**src/rtl/atm_session_ctrl_if.sv**
```systemverilog
`default_nettype none
// ============================================================================
// Module   : atm_session_ctrl_if
// Brief    : Front-panel / provisioning / result bundle for atm_session_ctrl.
// Revision : 1.0
// ============================================================================
interface atm_session_ctrl_if #(
  parameter int CARD_W = 4,
  parameter int AMT_W  = 16,
  parameter int PIN_W  = 16
) ();
  logic              prov_we;
  logic [CARD_W-1:0] prov_card;
  logic [PIN_W-1:0]  prov_pin;
  logic [AMT_W-1:0]  prov_balance;
  logic [AMT_W-1:0]  prov_limit;
  logic              prov_active;
  logic              card_inserted;
  logic [CARD_W-1:0] card_id;
  logic              pin_valid_in;
  logic [PIN_W-1:0]  pin_in;
  logic              op_valid;
  logic [1:0]        op_code;
  logic [AMT_W-1:0]  op_amount;
  logic [PIN_W-1:0]  op_new_pin;
  logic              session_end;
  logic              day_rollover;
  logic [2:0]        state;
  logic              result_valid;
  logic              result_ok;
  logic [2:0]        error_code;
  logic [AMT_W-1:0]  balance_out;
  logic              card_locked;

  modport master (
    output prov_we, prov_card, prov_pin, prov_balance, prov_limit, prov_active,
    output card_inserted, card_id, pin_valid_in, pin_in,
    output op_valid, op_code, op_amount, op_new_pin, session_end, day_rollover,
    input  state, result_valid, result_ok, error_code, balance_out, card_locked
  );

  modport slave (
    input  prov_we, prov_card, prov_pin, prov_balance, prov_limit, prov_active,
    input  card_inserted, card_id, pin_valid_in, pin_in,
    input  op_valid, op_code, op_amount, op_new_pin, session_end, day_rollover,
    output state, result_valid, result_ok, error_code, balance_out, card_locked
  );
endinterface
`default_nettype wire

```
**src/rtl/atm_session_ctrl.sv**
```systemverilog
`default_nettype none
// ============================================================================
// Module   : atm_session_ctrl
// Brief    : ATM card session controller with account table, PIN lockout,
//            cumulative daily limits, inactivity timeout and overflow checks.
// Revision : 1.0
// ============================================================================
module atm_session_ctrl #(
  parameter int NUM_CARDS     = 16,
  parameter int CARD_W        = 4,
  parameter int AMT_W         = 16,
  parameter int PIN_W         = 16,
  parameter int MAX_PIN_TRIES = 3,
  parameter int TIMEOUT_CYC   = 1000
) (
  input wire                clk,
  input wire                rst_n,
  atm_session_ctrl_if.slave bus
);

  typedef enum logic [2:0] {
    S_IDLE      = 3'd0,
    S_VALIDATE  = 3'd1,
    S_WAIT_PIN  = 3'd2,
    S_CHECK_PIN = 3'd3,
    S_MENU      = 3'd4,
    S_EXEC      = 3'd5,
    S_RESULT    = 3'd6,
    S_EJECT     = 3'd7
  } state_t;

  localparam int c_tmo_w = $clog2(TIMEOUT_CYC + 1);
  localparam int c_try_w = $clog2(MAX_PIN_TRIES + 1);
  localparam logic [c_tmo_w-1:0] c_tmo_last = c_tmo_w'(TIMEOUT_CYC - 1);
  localparam logic [c_try_w-1:0] c_try_last = c_try_w'(MAX_PIN_TRIES - 1);

  localparam logic [2:0] c_err_none    = 3'd0;
  localparam logic [2:0] c_err_card    = 3'd1;
  localparam logic [2:0] c_err_pin     = 3'd2;
  localparam logic [2:0] c_err_insuff  = 3'd3;
  localparam logic [2:0] c_err_limit   = 3'd4;
  localparam logic [2:0] c_err_locked  = 3'd5;
  localparam logic [2:0] c_err_timeout = 3'd6;
  localparam logic [2:0] c_err_ovf     = 3'd7;

  // Account table
  logic [PIN_W-1:0] r_tbl_pin [NUM_CARDS];
  logic [AMT_W-1:0] r_tbl_bal [NUM_CARDS];
  logic [AMT_W-1:0] r_tbl_lim [NUM_CARDS];
  logic [AMT_W-1:0] r_tbl_wd  [NUM_CARDS];
  logic             r_tbl_act [NUM_CARDS];

  state_t             r_state;
  logic [CARD_W-1:0]  r_card;
  logic [PIN_W-1:0]   r_pin_in;
  logic [1:0]         r_op;
  logic [AMT_W-1:0]   r_amt;
  logic [PIN_W-1:0]   r_new_pin;
  logic [c_try_w-1:0] r_tries;
  logic [c_tmo_w-1:0] r_tmo;
  logic [2:0]         r_err;
  logic               r_result_valid;
  logic               r_result_ok;
  logic [AMT_W-1:0]   r_balance_out;
  logic               r_card_locked;

  logic               w_in_range;
  logic               w_prov_in_range;
  logic [PIN_W-1:0]   w_cur_pin;
  logic [AMT_W-1:0]   w_cur_bal;
  logic [AMT_W-1:0]   w_cur_lim;
  logic               w_cur_act;
  logic [AMT_W-1:0]   w_wd_base;
  logic [AMT_W:0]     w_bal_sum;
  logic [AMT_W:0]     w_wd_sum;
  logic [2:0]         w_exec_err;
  logic [AMT_W-1:0]   w_exec_bal;

  assign w_in_range      = 32'(r_card) < NUM_CARDS;
  assign w_prov_in_range = 32'(bus.prov_card) < NUM_CARDS;
  assign w_cur_pin       = r_tbl_pin[r_card];
  assign w_cur_bal       = r_tbl_bal[r_card];
  assign w_cur_lim       = r_tbl_lim[r_card];
  assign w_cur_act       = r_tbl_act[r_card];
  // A rollover landing on the commit edge zeroes the accumulator before this withdraw adds to it.
  assign w_wd_base       = bus.day_rollover ? '0 : r_tbl_wd[r_card];
  assign w_bal_sum       = {1'b0, w_cur_bal} + {1'b0, r_amt};
  assign w_wd_sum        = {1'b0, w_wd_base} + {1'b0, r_amt};

  always_comb begin
    w_exec_err = c_err_none;
    w_exec_bal = w_cur_bal;
    case (r_op)
      2'd1: begin
        if (r_amt != '0) begin
          if (r_amt > w_cur_bal)             w_exec_err = c_err_insuff;
          else if (w_wd_sum > {1'b0, w_cur_lim}) w_exec_err = c_err_limit;
          else                               w_exec_bal = w_cur_bal - r_amt;
        end
      end
      2'd2: begin
        if (w_bal_sum[AMT_W]) w_exec_err = c_err_ovf;
        else                  w_exec_bal = w_bal_sum[AMT_W-1:0];
      end
      default: ;
    endcase
  end

  always_ff @(posedge clk or negedge rst_n) begin
    if (!rst_n) begin
      r_state        <= S_IDLE;
      r_card         <= '0;
      r_pin_in       <= '0;
      r_op           <= '0;
      r_amt          <= '0;
      r_new_pin      <= '0;
      r_tries        <= '0;
      r_tmo          <= '0;
      r_err          <= c_err_none;
      r_result_valid <= 1'b0;
      r_result_ok    <= 1'b0;
      r_balance_out  <= '0;
      r_card_locked  <= 1'b0;
      for (int i = 0; i < NUM_CARDS; i++) begin
        r_tbl_pin[i] <= '0;
        r_tbl_bal[i] <= '0;
        r_tbl_lim[i] <= '0;
        r_tbl_wd[i]  <= '0;
        r_tbl_act[i] <= 1'b0;
      end
    end else begin
      r_result_valid <= 1'b0;
      r_result_ok    <= 1'b0;
      if (bus.day_rollover) begin
        for (int i = 0; i < NUM_CARDS; i++) r_tbl_wd[i] <= '0;
      end
      if (r_state != S_IDLE && r_state != S_EJECT && !bus.card_inserted) begin
        r_state <= S_IDLE;
        r_err   <= c_err_none;
      end else begin
        case (r_state)
          S_IDLE: begin
            if (bus.prov_we && w_prov_in_range) begin
              r_tbl_pin[bus.prov_card] <= bus.prov_pin;
              r_tbl_bal[bus.prov_card] <= bus.prov_balance;
              r_tbl_lim[bus.prov_card] <= bus.prov_limit;
              r_tbl_act[bus.prov_card] <= bus.prov_active;
              r_tbl_wd[bus.prov_card]  <= '0;
            end
            if (bus.card_inserted) begin
              r_card        <= bus.card_id;
              r_card_locked <= 1'b0;
              r_err         <= c_err_none;
              r_state       <= S_VALIDATE;
            end
          end
          S_VALIDATE: begin
            if (!w_in_range || !w_cur_act) begin
              r_err          <= c_err_card;
              r_result_valid <= 1'b1;
              r_state        <= S_EJECT;
            end else begin
              r_tries <= '0;
              r_tmo   <= '0;
              r_state <= S_WAIT_PIN;
            end
          end
          S_WAIT_PIN: begin
            if (bus.pin_valid_in) begin
              r_pin_in <= bus.pin_in;
              r_state  <= S_CHECK_PIN;
            end else if (r_tmo == c_tmo_last) begin
              r_err          <= c_err_timeout;
              r_result_valid <= 1'b1;
              r_state        <= S_EJECT;
            end else begin
              r_tmo <= r_tmo + c_tmo_w'(1);
            end
          end
          S_CHECK_PIN: begin
            if (r_pin_in == w_cur_pin) begin
              r_tries <= '0;
              r_tmo   <= '0;
              r_err   <= c_err_none;
              r_state <= S_MENU;
            end else if (r_tries == c_try_last) begin
              r_tbl_act[r_card] <= 1'b0;
              r_card_locked     <= 1'b1;
              r_err             <= c_err_locked;
              r_result_valid    <= 1'b1;
              r_state           <= S_EJECT;
            end else begin
              r_tries        <= r_tries + c_try_w'(1);
              r_err          <= c_err_pin;
              r_result_valid <= 1'b1;
              r_tmo          <= '0;
              r_state        <= S_WAIT_PIN;
            end
          end
          S_MENU: begin
            if (bus.op_valid) begin
              r_op      <= bus.op_code;
              r_amt     <= bus.op_amount;
              r_new_pin <= bus.op_new_pin;
              r_state   <= S_EXEC;
            end else if (bus.session_end) begin
              r_err          <= c_err_none;
              r_result_valid <= 1'b1;
              r_result_ok    <= 1'b1;
              r_state        <= S_EJECT;
            end else if (r_tmo == c_tmo_last) begin
              r_err          <= c_err_timeout;
              r_result_valid <= 1'b1;
              r_state        <= S_EJECT;
            end else begin
              r_tmo <= r_tmo + c_tmo_w'(1);
            end
          end
          S_EXEC: begin
            // Result outputs are registered here so they are visible during RESULT.
            r_err          <= w_exec_err;
            r_result_valid <= 1'b1;
            r_result_ok    <= (w_exec_err == c_err_none);
            r_balance_out  <= w_exec_bal;
            r_state        <= S_RESULT;
            if (w_exec_err == c_err_none) begin
              case (r_op)
                2'd1: begin
                  r_tbl_bal[r_card] <= w_exec_bal;
                  r_tbl_wd[r_card]  <= w_wd_sum[AMT_W-1:0];
                end
                2'd2: r_tbl_bal[r_card] <= w_exec_bal;
                2'd3: r_tbl_pin[r_card] <= r_new_pin;
                default: ;
              endcase
            end
          end
          S_RESULT: begin
            r_tmo   <= '0;
            r_state <= S_MENU;
          end
          S_EJECT: begin
            if (!bus.card_inserted) begin
              r_err   <= c_err_none;
              r_state <= S_IDLE;
            end
          end
          default: r_state <= S_IDLE;
        endcase
      end
    end
  end

  assign bus.state        = r_state;
  assign bus.result_valid = r_result_valid;
  assign bus.result_ok    = r_result_ok;
  assign bus.error_code   = r_err;
  assign bus.balance_out  = r_balance_out;
  assign bus.card_locked  = r_card_locked;

endmodule
`default_nettype wire

```
**src/flat_wrapper.sv**
```systemverilog
// flat-port wrapper written by rule: the top's interface ports become plain ports
module atm_session_ctrl_flat 
#(
  parameter int NUM_CARDS     = 16,
  parameter int CARD_W        = 4,
  parameter int AMT_W         = 16,
  parameter int PIN_W         = 16,
  parameter int MAX_PIN_TRIES = 3,
  parameter int TIMEOUT_CYC   = 1000
)
  (clk, rst_n, bus_prov_we, bus_prov_card, bus_prov_pin, bus_prov_balance, bus_prov_limit, bus_prov_active, bus_card_inserted, bus_card_id, bus_pin_valid_in, bus_pin_in, bus_op_valid, bus_op_code, bus_op_amount, bus_op_new_pin, bus_session_end, bus_day_rollover, bus_state, bus_result_valid, bus_result_ok, bus_error_code, bus_balance_out, bus_card_locked);
  atm_session_ctrl_if #(.CARD_W(CARD_W), .AMT_W(AMT_W), .PIN_W(PIN_W)) bus_i ();
  input wire clk;
  input wire rst_n;
  input wire logic [$bits(bus_i.prov_we)-1:0] bus_prov_we;
  input wire logic [$bits(bus_i.prov_card)-1:0] bus_prov_card;
  input wire logic [$bits(bus_i.prov_pin)-1:0] bus_prov_pin;
  input wire logic [$bits(bus_i.prov_balance)-1:0] bus_prov_balance;
  input wire logic [$bits(bus_i.prov_limit)-1:0] bus_prov_limit;
  input wire logic [$bits(bus_i.prov_active)-1:0] bus_prov_active;
  input wire logic [$bits(bus_i.card_inserted)-1:0] bus_card_inserted;
  input wire logic [$bits(bus_i.card_id)-1:0] bus_card_id;
  input wire logic [$bits(bus_i.pin_valid_in)-1:0] bus_pin_valid_in;
  input wire logic [$bits(bus_i.pin_in)-1:0] bus_pin_in;
  input wire logic [$bits(bus_i.op_valid)-1:0] bus_op_valid;
  input wire logic [$bits(bus_i.op_code)-1:0] bus_op_code;
  input wire logic [$bits(bus_i.op_amount)-1:0] bus_op_amount;
  input wire logic [$bits(bus_i.op_new_pin)-1:0] bus_op_new_pin;
  input wire logic [$bits(bus_i.session_end)-1:0] bus_session_end;
  input wire logic [$bits(bus_i.day_rollover)-1:0] bus_day_rollover;
  output wire logic [$bits(bus_i.state)-1:0] bus_state;
  output wire logic [$bits(bus_i.result_valid)-1:0] bus_result_valid;
  output wire logic [$bits(bus_i.result_ok)-1:0] bus_result_ok;
  output wire logic [$bits(bus_i.error_code)-1:0] bus_error_code;
  output wire logic [$bits(bus_i.balance_out)-1:0] bus_balance_out;
  output wire logic [$bits(bus_i.card_locked)-1:0] bus_card_locked;
  assign bus_i.prov_we = bus_prov_we;
  assign bus_i.prov_card = bus_prov_card;
  assign bus_i.prov_pin = bus_prov_pin;
  assign bus_i.prov_balance = bus_prov_balance;
  assign bus_i.prov_limit = bus_prov_limit;
  assign bus_i.prov_active = bus_prov_active;
  assign bus_i.card_inserted = bus_card_inserted;
  assign bus_i.card_id = bus_card_id;
  assign bus_i.pin_valid_in = bus_pin_valid_in;
  assign bus_i.pin_in = bus_pin_in;
  assign bus_i.op_valid = bus_op_valid;
  assign bus_i.op_code = bus_op_code;
  assign bus_i.op_amount = bus_op_amount;
  assign bus_i.op_new_pin = bus_op_new_pin;
  assign bus_i.session_end = bus_session_end;
  assign bus_i.day_rollover = bus_day_rollover;
  assign bus_state = bus_i.state;
  assign bus_result_valid = bus_i.result_valid;
  assign bus_result_ok = bus_i.result_ok;
  assign bus_error_code = bus_i.error_code;
  assign bus_balance_out = bus_i.balance_out;
  assign bus_card_locked = bus_i.card_locked;
  atm_session_ctrl #(.NUM_CARDS(NUM_CARDS), .CARD_W(CARD_W), .AMT_W(AMT_W), .PIN_W(PIN_W), .MAX_PIN_TRIES(MAX_PIN_TRIES), .TIMEOUT_CYC(TIMEOUT_CYC)) u_core (.clk(clk), .rst_n(rst_n), .bus(bus_i));
endmodule
```
**config.mk**
```make
export PLATFORM = sky130hd
export DESIGN_NAME = atm_session_ctrl_flat
export DESIGN_NICKNAME = d
export VERILOG_FILES = /design/src/rtl/atm_session_ctrl_if.sv /design/src/rtl/atm_session_ctrl.sv /design/src/flat_wrapper.sv
export SDC_FILE = /design/constraint.sdc
export NUM_CORES = 2
export LEC_CHECK = 0
export BUFFER_PORTS_ARGS = -buffer_cell sky130_fd_sc_hd__buf_2
export CORE_MARGIN = 3
export CORE_UTILIZATION = 33
export DETAILED_ROUTE_END_ITERATION = 16
export HOLD_SLACK_MARGIN = 0.08
export PLACE_DENSITY = 0.44
export SYNTH_ARGS = -nofsm -noshare
export SYNTH_HDL_FRONTEND = slang
export SYNTH_SLANG_ARGS = --single-unit
```
**constraint.sdc**
```tcl
create_clock -name clk -period 11.5 [get_ports clk]
set_clock_uncertainty 0.2 [all_clocks]
set_input_delay 1.15 -clock clk [delete_from_list [all_inputs] [get_ports clk]]
set_output_delay 1.15 -clock clk [all_outputs]
set_load 0.02 [all_outputs]
```
==> flow_results.org <==
** Floorplanning
- Die area :: 0.1847 mm²
- Floorplan die width :: 429.8 µm
- For this configuration, the core starts out at a cell density of 0.3343.
- The die is 429.8 µm tall.
- After floorplanning, the core was sized to cover 0.1773 mm².
- Number of primary I/O pins :: 140
- The floorplan has 154 rows.

** Logic synthesis
- The synthesized design spends more area on one cell type than any other, namely sky130_fd_sc_hd__dfrtp_1.
- Post-synthesis simple-gate area fraction :: 0.08667
- Of the total synthesized cell area, the portion taken by XOR and XNOR cells is 0.008424.
- Main combinational cell family by area after synthesis :: compound AO/OA/AOI/OAI gates
- Synthesized flop and latch total :: 1131
- After synthesis, the share of flip-flops with an asynchronous set or reset is 1.000.
- Of the total synthesized cell area, the portion taken by full adders, half adders and majority gates is 0.01558.
- Number of synthesized flops with an enable pin :: 0
- The share of the synthesized area in compound gates (AO/OA/AOI/OAI) is 0.1860.
- The portion of synthesized area spent on multiplexers is 0.1811.
- The cell area that synthesis handed to floorplanning was 0.05926 mm².
- The most used flip-flop cell after synthesis is sky130_fd_sc_hd__dfrtp_1.
- For this run, the register share of the synthesized area comes to 0.4776.
- In the post-synthesis netlist, the cell with the most instances is sky130_fd_sc_hd__dfrtp_1.
- Commonest cells in the synthesized netlist :: 1131 x sky130_fd_sc_hd__dfrtp_1, 649 x sky130_fd_sc_hd__nand2_1, 359 x sky130_fd_sc_hd__clkbuf_1
- Syn Nets :: 5436
- The share of synthesized area in the top cell type comes to 0.4776.
- The number of different library cells used by synthesis comes to 99.
- For this run, the number of Yosys warnings is 0.
- Average instance area after synthesis :: 11.29 µm²
- Synth top area cells :: sky130_fd_sc_hd__dfrtp_1 48%, sky130_fd_sc_hd__mux4_2 11%, sky130_fd_sc_hd__mux2_2 5.8%, sky130_fd_sc_hd__nand2_1 4.1%, sky130_fd_sc_hd__a22oi_1 3.9%
- Synthesized instance count :: 5249

** STA
- Derived from the worst setup path, the maximum achievable clock frequency is 0.1024 GHz.
- For the pin with the worst max-slew slack, the measured transition is 1359 ps.
- Time the final worst path needs with I/O delays and setup :: 9765 ps
- For the final routed database, the setup TNS stands at 0 ps.
- Final slew viol count :: 0
- RSZ-0062 raised after global routing :: no
- Slew Limit Headroom :: 0.09271
- In the post-route analysis, the smallest setup slack over all paths is 1735 ps.
- The number of failing hold endpoints at the final stage came to 0.
- Hold is met by 222.1 ps.
- Final period utilization :: 0.8491
- Endpoints failing setup :: 0

** Route
- DRC viols :: 0
- The detailed router finished its first iteration with 4553 violations.
- In this run the remaining antenna-violating nets after routing total 0.
- Detailed-routing iteration count for the pre-antenna-repair pass :: 6
- Post-detailed-routing wire length :: 227500 µm
- Detailed routing inserted a total of 45600 vias.
- Dividing the detail-routed wire length by the instance count gives 29.96 µm.
- Via-per-instance ratio :: 6.004

** Power and ir drop
- Total power per unit cell area :: 266.1 mW/mm²
- The share of total power dissipated in the clock network is 0.253.
- Total power draw :: 17.80 mW
- Summed over all cells, the static leakage comes to 28.36 nW.
- Sw Share :: 0.4120
- In this run the power spent charging and discharging nets is 7.332 mW.
- Fraction of power consumed by sequential logic :: 0.321
- Of the total power, combinational logic draws 0.426.
- Internal power contribution :: 10.46 mW
- VDD IR max :: 203.8 µV

** Final layout
- At the end of the flow the core is filled with cells to 0.3772.
- Fin area :: 0.06687 mm²
- The final layout contains 5323 nets.
- Area growth from synthesis to layout :: 12.83%
- Of the cells placed in the final design, the portion with a size suffix greater than 1 is 0.2366.
- Number of standard cells in the final layout excluding fillers :: 7594

** Worst setup path
- For flop-to-flop paths, the worst setup slack is 1740 ps.
- The setup path with the least slack is of type register to register.
- Crit path required time :: 11900 ps
- The number of cells on the worst reg-to-reg path is 22.
- Worst flop-to-flop path startpoint :: u_core.r_card[0]
- Bufs and invs on worst path :: 3
- The slowest stage of the critical path belongs to the cell sky130_fd_sc_hd__dfrtp_4.
- Category of cells accounting for the largest share of critical-path delay :: compound AO/OA/AOI/OAI gates
- In this run the worst setup path begins at u_core.r_card[0].
- In this run the worst path has a maximum fanout of 59.
- FF-to-FF End :: u_core.r_tbl_bal[135]
- Slowest Stage Delay on Critical Path :: 850 ps
- The critical path runs through a total of 22 cells.
- Arrival time of the worst setup path :: 10160 ps
- STA classifies the critical path startpoint as a register.
- The critical path goes through buf_4, mux4_2, mux4_2, and2_1, ha_1, a211oi_1, o211ai_1, a41oi_1, o211ai_1, a41o_1, nor3_1, clkinv_1, ha_1, nor3_1, o221ai_1, o32ai_2, a31oi_1, o41ai_4, buf_4, nand2_1, a21oi_1, o22ai_1.
- STA classifies the critical path endpoint as a register.
- Critical path capture point :: u_core.r_tbl_bal[135]

** Run status
- Run status :: completed

** Place
- Total placed instance area :: 0.06218 mm²
- Timing analysis after detailed placement gives a worst setup slack of 1775 ps.
- Counting tap cells, the placed design contains a total of 7334 instances.
- The count of buffers added on input and output ports is 139.
- DPL Wire Length :: 143000 µm
- Routability-driven placement finished with a final weighted congestion of 0.8445.

** CTS
- The clock tree synthesis step divided the H-tree into 4 levels.
- TritonCTS clock tree :: yes
- The clock passes through at most 3 buffers.
- Cts-stage hold buffer count :: 0
- Worst skew pair latency :: 780 ps
- Clock transition at path regs :: 60 ps
- After clock tree synthesis, the repair step resized 0 gates.
- CTS root buffer :: sky130_fd_sc_hd__clkbuf_16
- The clock drives 1131 sinks.
- Setup repair bufs after CTS :: 0
- Clock tree synthesis inserted a total of 139 buffers.

** Global route
- Initial antenna violation count :: 22
- Across every metal layer, demand over resource in global routing totals 0.2434.
- Congestion Overflow GR :: 0
- The number of global-route vias before repair is 45670.
- Largest net degree at the start of global routing :: 163
- First-pass GRT wire length :: 335400 µm

** Run
- Maximum capacitance violations :: 0

** Worst hold path
- The tightest min-delay check is of the primary input to async pin type.
## state kept, by name, indices dropped and copies added (netlist names)
signal and cells:
u_core.r_card 4, u_core.r_tbl_pin 256, u_core.r_tbl_lim 256, u_core.bus.state 3, u_core.r_amt 16, u_core.bus.error_code 3, u_core.r_new_pin 16, u_core.r_op 2
u_core.r_pin_in 16, u_core.r_tbl_wd 256, u_core.r_tbl_act 16, u_core.bus.card_locked 1, u_core.bus.balance_out 16, u_core.r_tmo 10, u_core.bus.result_ok 1, u_core.r_tries 2
u_core.r_tbl_bal 256, u_core.bus.result_valid 1
## cell families (layout without fill, tap and decap cells)
group	Yosys count	in the layout
adder cells (fa/ha/maj)	72	72
AO/OA/AOI/OAI	1593	1593
AND/OR/NAND/NOR	1125	1125
multiplexers	658	658
flip-flops	1131	1131
buffers and inverters	613	604
XOR/XNOR	57	57
other	0	14
## routing by layer
metal,vias up,global-route usage,wire length [µm]
met5,-,0,21
met4,4,0.07991,7097
met3,324,0.03798,13940
met2,1678,0.3727,104000
met1,23990,0.3520,102500
li1,19600,-,-
## layout by cell type, fill, tap and decap left out, drive strengths merged, types with 9 or more instances in the layout
cell,n
clkinv,19
o211ai,58
a22oi,310
o221ai,83
nand4,66
clkbuf,212
a32o,22
xnor2,41
and2,53
dfrtp,1131
o21bai,9
nor2,125
a22o,240
a21oi,253
nand3,48
diode,14
ha,69
nor4,16
a21o,35
o21ai,375
nor3,46
nand2b,25
mux2i,57
o22ai,103
or2,11
nor2b,15
buf,288
and3,28
nand2,650
a31oi,19
or3,10
a211oi,11
mux2,305
mux4,296
inv,75
xor2,16
## worst min path at each step
stage	endpoint	cells after the start
6_report	u_core.r_tbl_wd[99]	1
5_1_grt	u_core.r_tbl_wd[147]	1
4_1_cts	u_core.r_tbl_wd[99]	1
3_5_place_dp	u_core.r_tbl_lim[4]	2
3_3_place_gp	u_core.r_tbl_lim[4]	2
2_1_floorplan	u_core.r_tbl_lim[10]	2
## cell type report
type	count	area (µm²)
Fill cell	17290	110400
Clock inverter	34	416.7
Clock buffer	211	4233
Multi-Input combinational cell	3505	28770
Inverter	70	262.8
Tap cell	2340	2928
Antenna cell	14	35.03
Sequential cell	1131	28320
Timing Repair Buffer	289	1909
## power groups by stage
stage / registers (mW) / logic, mW / clock network (mW)
4_1_cts: 5.69 / 7.58 / 4.61
5_1_grt: 5.81 / 8.12 / 4.77
3_3_place_gp: 5.75 / 7.52 / 0
3_5_place_dp: 5.75 / 7.56 / 0
6_report: 5.70 / 7.59 / 4.51
2_1_floorplan: 5.35 / 5.35 / 0
Power figures use the tool's default switching activity.
